==> config.mk <==
export PLATFORM = sky130hd
export DESIGN_NAME = qam16_upsample_mapper
export DESIGN_NICKNAME = d
export VERILOG_FILES = /design/src/rtl/qam16_upsample_mapper_pkg.sv /design/src/rtl/qam16_gray_map.sv /design/src/rtl/qam16_upsample_mapper.sv
export SDC_FILE = /design/constraint.sdc
export NUM_CORES = 1
export LEC_CHECK = 0
export BUFFER_PORTS_ARGS = -buffer_cell sky130_fd_sc_hd__buf_2
export CAP_MARGIN = 20
export CORE_MARGIN = 3
export CORE_UTILIZATION = 35
export CTS_CLUSTER_DIAMETER = 200
export DETAILED_ROUTE_END_ITERATION = 6
export GPL_TIMING_DRIVEN = 1
export PLACE_DENSITY_LB_ADDON = 0.25
export SLEW_MARGIN = 20
export SYNTH_ARGS = -nofsm -noshare
export SYNTH_HDL_FRONTEND = slang
export SYNTH_HIERARCHICAL = 1
export SYNTH_SLANG_ARGS = --single-unit
==> constraint.sdc <==
create_clock -name clk -period 2.15 [get_ports clk]
set_input_delay 0.215 -clock clk [delete_from_list [all_inputs] [get_ports clk]]
set_output_delay 0.215 -clock clk [all_outputs]
set_load 0.03 [all_outputs]
==> src/rtl/qam16_upsample_mapper_pkg.sv <==
// ============================================================================
// Module  : qam16_upsample_mapper_pkg
// Brief   : Shared 16-QAM level constants, Gray bit assignments and helpers.
// Revision: 1.0
// ============================================================================
`default_nettype none

package qam16_upsample_mapper_pkg;

  localparam int C_SAMPLE_W = 18;     // 1s17
  localparam int C_LVL_A    = 32768;  // 0.25
  localparam int C_LVL_3A   = 98304;  // 0.75

  localparam logic [1:0] C_GRAY_M3A = 2'b00;
  localparam logic [1:0] C_GRAY_M1A = 2'b01;
  localparam logic [1:0] C_GRAY_P1A = 2'b11;
  localparam logic [1:0] C_GRAY_P3A = 2'b10;

  function automatic int phase_width(input int upsample);
    return (upsample <= 1) ? 1 : $clog2(upsample);
  endfunction

endpackage

`default_nettype wire

==> src/rtl/qam16_gray_map.sv <==
// ============================================================================
// Module  : qam16_gray_map
// Brief   : Combinational Gray-coded 2-bit to signed 16-QAM axis level.
// Revision: 1.0
// ============================================================================
`default_nettype none

module qam16_gray_map
  import qam16_upsample_mapper_pkg::*;
#(
  parameter int OUT_W = C_SAMPLE_W
) (
  input  logic        [1:0]       sym_bits,
  output logic signed [OUT_W-1:0] level
);

  localparam logic signed [OUT_W-1:0] c_neg_3a = OUT_W'(-C_LVL_3A);
  localparam logic signed [OUT_W-1:0] c_neg_a  = OUT_W'(-C_LVL_A);
  localparam logic signed [OUT_W-1:0] c_pos_a  = OUT_W'(C_LVL_A);
  localparam logic signed [OUT_W-1:0] c_pos_3a = OUT_W'(C_LVL_3A);

  always_comb begin
    level = c_neg_3a;
    case (sym_bits)
      C_GRAY_M3A: level = c_neg_3a;
      C_GRAY_M1A: level = c_neg_a;
      C_GRAY_P1A: level = c_pos_a;
      C_GRAY_P3A: level = c_pos_3a;
      default:    level = c_neg_3a;
    endcase
  end

endmodule

`default_nettype wire

==> src/rtl/qam16_upsample_mapper.sv <==
// ============================================================================
// Module  : qam16_upsample_mapper
// Brief   : Symbol-rate strobe generation, 16-QAM mapping and upsampling
//           (zero-stuff or hold) of LFSR payload symbols.
// Revision: 1.0
// ============================================================================
`default_nettype none

module qam16_upsample_mapper
  import qam16_upsample_mapper_pkg::*;
#(
  parameter int UPSAMPLE   = 4,
  parameter int ZERO_STUFF = 1,
  parameter int OUT_W      = C_SAMPLE_W,
  parameter int CNT_W      = 16
) (
  input  logic                    clk,
  input  logic                    reset,
  input  logic                    enable,
  input  logic        [3:0]       sym_in,
  output logic                    sym_clk_en,
  output logic signed [OUT_W-1:0] i_out,
  output logic signed [OUT_W-1:0] q_out,
  output logic                    sym_strobe,
  output logic        [CNT_W-1:0] sym_count
);

  localparam int PH_W = phase_width(UPSAMPLE);
  localparam logic [PH_W-1:0] c_phase_last = PH_W'(UPSAMPLE - 1);

  logic        [PH_W-1:0]  r_phase;
  logic signed [OUT_W-1:0] r_i;
  logic signed [OUT_W-1:0] r_q;
  logic                    r_strobe;
  logic        [CNT_W-1:0] r_count;

  logic signed [OUT_W-1:0] w_lvl_i;
  logic signed [OUT_W-1:0] w_lvl_q;
  logic signed [OUT_W-1:0] w_fill_i;
  logic signed [OUT_W-1:0] w_fill_q;
  logic                    w_sym_edge;

  qam16_gray_map #(.OUT_W(OUT_W)) u_map_i (.sym_bits(sym_in[3:2]), .level(w_lvl_i));
  qam16_gray_map #(.OUT_W(OUT_W)) u_map_q (.sym_bits(sym_in[1:0]), .level(w_lvl_q));

  generate
    if (ZERO_STUFF != 0) begin : g_zero_stuff
      assign w_fill_i = '0;
      assign w_fill_q = '0;
    end else begin : g_hold
      assign w_fill_i = r_i;
      assign w_fill_q = r_q;
    end
  endgenerate

  // Combinational so the LFSR advances on the edge that closes the symbol.
  assign sym_clk_en = enable && (r_phase == c_phase_last);
  assign w_sym_edge = enable && (r_phase == '0);

  always_ff @(posedge clk or posedge reset) begin
    if (reset) begin
      r_phase <= '0;
    end else if (enable) begin
      if (r_phase == c_phase_last) r_phase <= '0;
      else                         r_phase <= r_phase + PH_W'(1);
    end
  end

  always_ff @(posedge clk or posedge reset) begin
    if (reset) begin
      r_i      <= '0;
      r_q      <= '0;
      r_strobe <= 1'b0;
      r_count  <= '0;
    end else if (w_sym_edge) begin
      r_i      <= w_lvl_i;
      r_q      <= w_lvl_q;
      r_strobe <= 1'b1;
      r_count  <= r_count + CNT_W'(1);
    end else if (enable) begin
      r_i      <= w_fill_i;
      r_q      <= w_fill_q;
      r_strobe <= 1'b0;
    end else begin
      r_strobe <= 1'b0;
    end
  end

  assign i_out      = r_i;
  assign q_out      = r_q;
  assign sym_strobe = r_strobe;
  assign sym_count  = r_count;

endmodule

`default_nettype wire

# Word level (Yosys, flattened, before mapping)
# Cells that the tools add are included.
# classes
n_reduce_logical	6
n_addsub	2
n_eq_ne	7
muxes	7
# op_table
op	n
18-bit one-hot mux with 4 select lines	2
18-bit two-way mux	3
16-bit by 1-bit adder with 16-bit output (second input constant)	1
2-bit == test (second input constant)	5
2-bit logical NOT	3
2-bit by 1-bit == test with 1-bit output (second input constant)	2
2-bit by 1-bit adder with 2-bit output (second input constant)	1
1-bit logical AND	2
2-bit two-way mux	1
2-bit nonzero test	1
1-bit two-way mux	1
# totals
reg_bits	55
word_cells	27
input_bits	7
out_inout_bits	54

# Depth between registers and ports, before layout
# logic_depth
depth_word	3
ltp_mapped	7
ltp_nobuf	6

# Cells and area by module
# The synthesis kept the hierarchy.
# by_module_without_submodules
module	instances	cells_each	seq_area_each_um2	area_per_inst_um2
qam16_upsample_mapper	1	230	1376.3	2247.2
qam16_gray_map	2	23	0.0	166.4

# Least setup slack after synthesis
# OpenSTA, ideal clock, no wires.
# synth_timing
path_type	register to register
from	reg r_count[6] (netlist: sym_count[6])
to	reg r_count[15] (netlist: sym_count[15])
required_time_ps	2070
synth_period_minus_slack_ps	1678
path_buffers	0
setup_time_ps	80
t_arrival_ps	1598
stages_incl_launch_ff	5
path_slack_ps	472
cell_sequence	dfrtp_1 -> nand4_2 -> or4_4 -> nor3_2 -> xor2_1
# synth_via
elab_chain_len	1
# synth_rtl
element	line	text
start: declaration	qam16_upsample_mapper.sv:35	logic [CNT_W-1:0] r_count;
start signal: assignment	qam16_upsample_mapper.sv:79	r_count <= r_count + CNT_W'(1);
16-bit by 1-bit adder with 16-bit output	qam16_upsample_mapper.sv:79	
# Every way passes these cells.
# A chain may end at the register's enable or synchronous reset.

# Worst setup path after layout
# layout_timing
from	reg r_phase[0]
to	reg r_count[15] (netlist: sym_count[15])
# layout_via
elab_chain_len	2
# layout_rtl
element	line	text
start: declaration	qam16_upsample_mapper.sv:31	logic [PH_W-1:0] r_phase;
start signal: assignment	qam16_upsample_mapper.sv:65	else r_phase <= r_phase + PH_W'(1);
2-bit logical NOT	qam16_upsample_mapper.sv:58	assign w_sym_edge = enable && (r_phase == '0);
1-bit logical AND	qam16_upsample_mapper.sv:58	
# Every way passes these cells.

==> impl_metrics.toml <==
[detailed_routing]
routed_wl_um = 4840
drc = 0
drt-pass1-iter-count = 4
drtIter0Drc = 63
ant_nets = 0
via_count = 1769
wl_per_cell_um = 11.2
via_per_inst = 4.09

[min_path]
whs_path_depth = 2
hp-class = "input port to flip-flop"
whs_endpoint = "i_out[3]"
hold_start = "enable"

[layout]
synthToLayoutAreaGrowth_pct = 15.5
layout.nets = 350
diodes = 0
fin_cells = 433
drive_gt1_frac = 0.231
fill_cells = 722
layout_commonest_cell = "buf_2"
layout_common_cells = "buf_2 (60), dfrtp_1 (55), nand2_1 (45), inv_1 (44), o21ai_0 (38)"
final_core_util = 0.427

[power_and_ir_drop]
power_leakage_nw = 1.59
powerDensity_nw_per_um2 = 1100
ir_worst_vdd_v = 0.000456

[logic_synthesis]
yosys.area.top_type = "dfrtp_1"
synth_top_area_share = 0.533
synth_area_leaders = "dfrtp_1 (53%), buf_4 (9.3%), o21ai_0 (7.4%)"
syn-instance-count = 276
syn-cell-area_sq_um = 2580
syn_area_per_cell_sq_um = 9.35
synth.ff_latch_count = 55
yosysUniqueCellTypes = 23
yosys_warnings = 6
yosysSeqAreaShare = 0.533

[timing]
hold_viol_final = 0
skew_ps = 5.14
timing.final.ws_setup_ps = 398
period_share = 0.815
final.min_clock_period_ps = 1750
hold_ws_ps = 227
drv_slew = 0
grt_setup_unrepaired = "false"
setup_viol_count_final = 0
setup_tns_ps = 0
clock.fmax_ghz = 0.571

[global_routing]
grt_usage = 0.123
grt_pass1_vias = 1719
grt_pass1_wl_um = 8330
antenna_found_initial = 0
grt_remaining_overflow = 0
grt_max_degree = 37

[critical_path]
cp_data_arrival_time_ps = 1980
worstReg2RegEnd = "sym_count[15]"
path_max_fanout = 3
reg2reg_from = "r_phase[0]"
end_kind = "flip-flop"
cp-start-kind = "flip-flop"
reg2reg_setup_slack_ps = 400
timing.critical_path.required_ps = 2380
rr_worst_depth = 6
worst-setup-path-type = "flip-flop to flip-flop"

[floorplan]
dieArea_sq_um = 8440
die_width_um = 91.9
core_area_sq_um = 6980
start_util = 0.370
rows = 30
num_io_pins = 61
fp.dieH_um = 91.9

[placed_design]
numPortBuffers = 60
post-place-cells = 424
dp_hpwl_um = 3400
dp_slack_ps = 415
gp_congestion = 0.736

[clock_network]
hold_buffers = 1
cts_made_buffers = 5
cts_setup_buffers = 0
cts_tree = "built"
cts_root_buf = "clkbuf_8"
insertion_delay_ps = 300
h-tree-depth = 2
cts_resized = 0
cts_buffer_depth = 2
clk_pin_slew_ps = 100
cts_sinks = 55

[status]
status = "completed"

[flow_run]
cap_violations = 0
stage by stage:
stage / total power [mW] / area (sq um)
3_5_place_dp: 2.68 / 2870
5_1_grt: 3.52 / 2980
2_1_floorplan: 2.34 / 2690
6_report: 3.27 / 2980
4_1_cts: 3.33 / 2980
3_3_place_gp: 2.66 / 2870
routing by layer:
metal / wire length [um] / GRT usage
met5: 0 / 0
met4: 68 / 0.0408
met3: 354 / 0.0435
met2: 2120 / 0.192
met1: 2300 / 0.161
logic make-up (layout without fill, tap and decap cells):
group	after synthesis	count (layout)	share of synthesized area
mux	1	1	0.00436
xor+xnor	15	15	0.0509
fa+ha+maj	7	7	0.0339
simple gates	70	70	0.126
other cells	4	32	0.00582
flops	55	55	0.533
buf+inv	86	119	0.172
compound gates	38	38	0.0737
where the power goes:
| part | switching [mW] | total [mW] | internal [mW] |
|---|---|---|---|
| Combinational | 0.844 | 1.19 | 0.345 |
| Clock | 0.325 | 0.619 | 0.295 |
| Sequential | 0.177 | 1.46 | 1.28 |
Yosys cell counts, drive strengths merged:
| library cell | count |
|---|---|
| inv | 45 |
| nand3 | 3 |
| and2 | 2 |
| mux2 | 1 |
| nor4 | 2 |
| o21ai | 38 |
| xor2 | 5 |
| nand2b | 1 |
| conb | 4 |
| dfrtp | 55 |
| nand4 | 6 |
| or2 | 2 |
| clkbuf | 8 |
| xnor2 | 10 |
| ha | 7 |
| or4 | 1 |
| and3 | 2 |
| nor3 | 1 |
| buf | 33 |
| nand2 | 45 |
| nor2 | 5 |
worst max-delay path, stage by stage, from the launching register on:
cell and delay [ps]:
dfrtp_1 410, inv_1 80, ha_1 150, nand4_1 110, or4_4 580, nor3_2 180, xor2_1 160
final cells by class:
cell class              instances  area, sq um  area share
repair buffers                 66          348       0.117
flip-flops and latches         55         1380       0.462
well taps                      96          120      0.0403
clock buffers                   8          100      0.0336
inverters                      45          169      0.0567
multi-input cells             163          866       0.291
worst max path at each step:
| stage | startpoint | cells past startpoint | to |
|---|---|---|---|
| 2_1_floorplan | sym_count[6] | 4 | sym_count[15] |
| 4_1_cts | r_phase[0] | 6 | sym_count[15] |
| 3_5_place_dp | r_phase[0] | 6 | sym_count[15] |
| 5_1_grt | r_phase[0] | 6 | sym_count[15] |
| 6_report | r_phase[0] | 6 | sym_count[15] |
| 3_3_place_gp | r_phase[0] | 6 | sym_count[15] |
state kept, by name, indices dropped and copies added (netlist names):
| signal | flops |
|---|---|
| r_phase | 2 |
| q_out | 18 |
| sym_count | 16 |
| sym_strobe | 1 |
| i_out | 18 |
No activity file was read; power rests on OpenSTA's default activity.
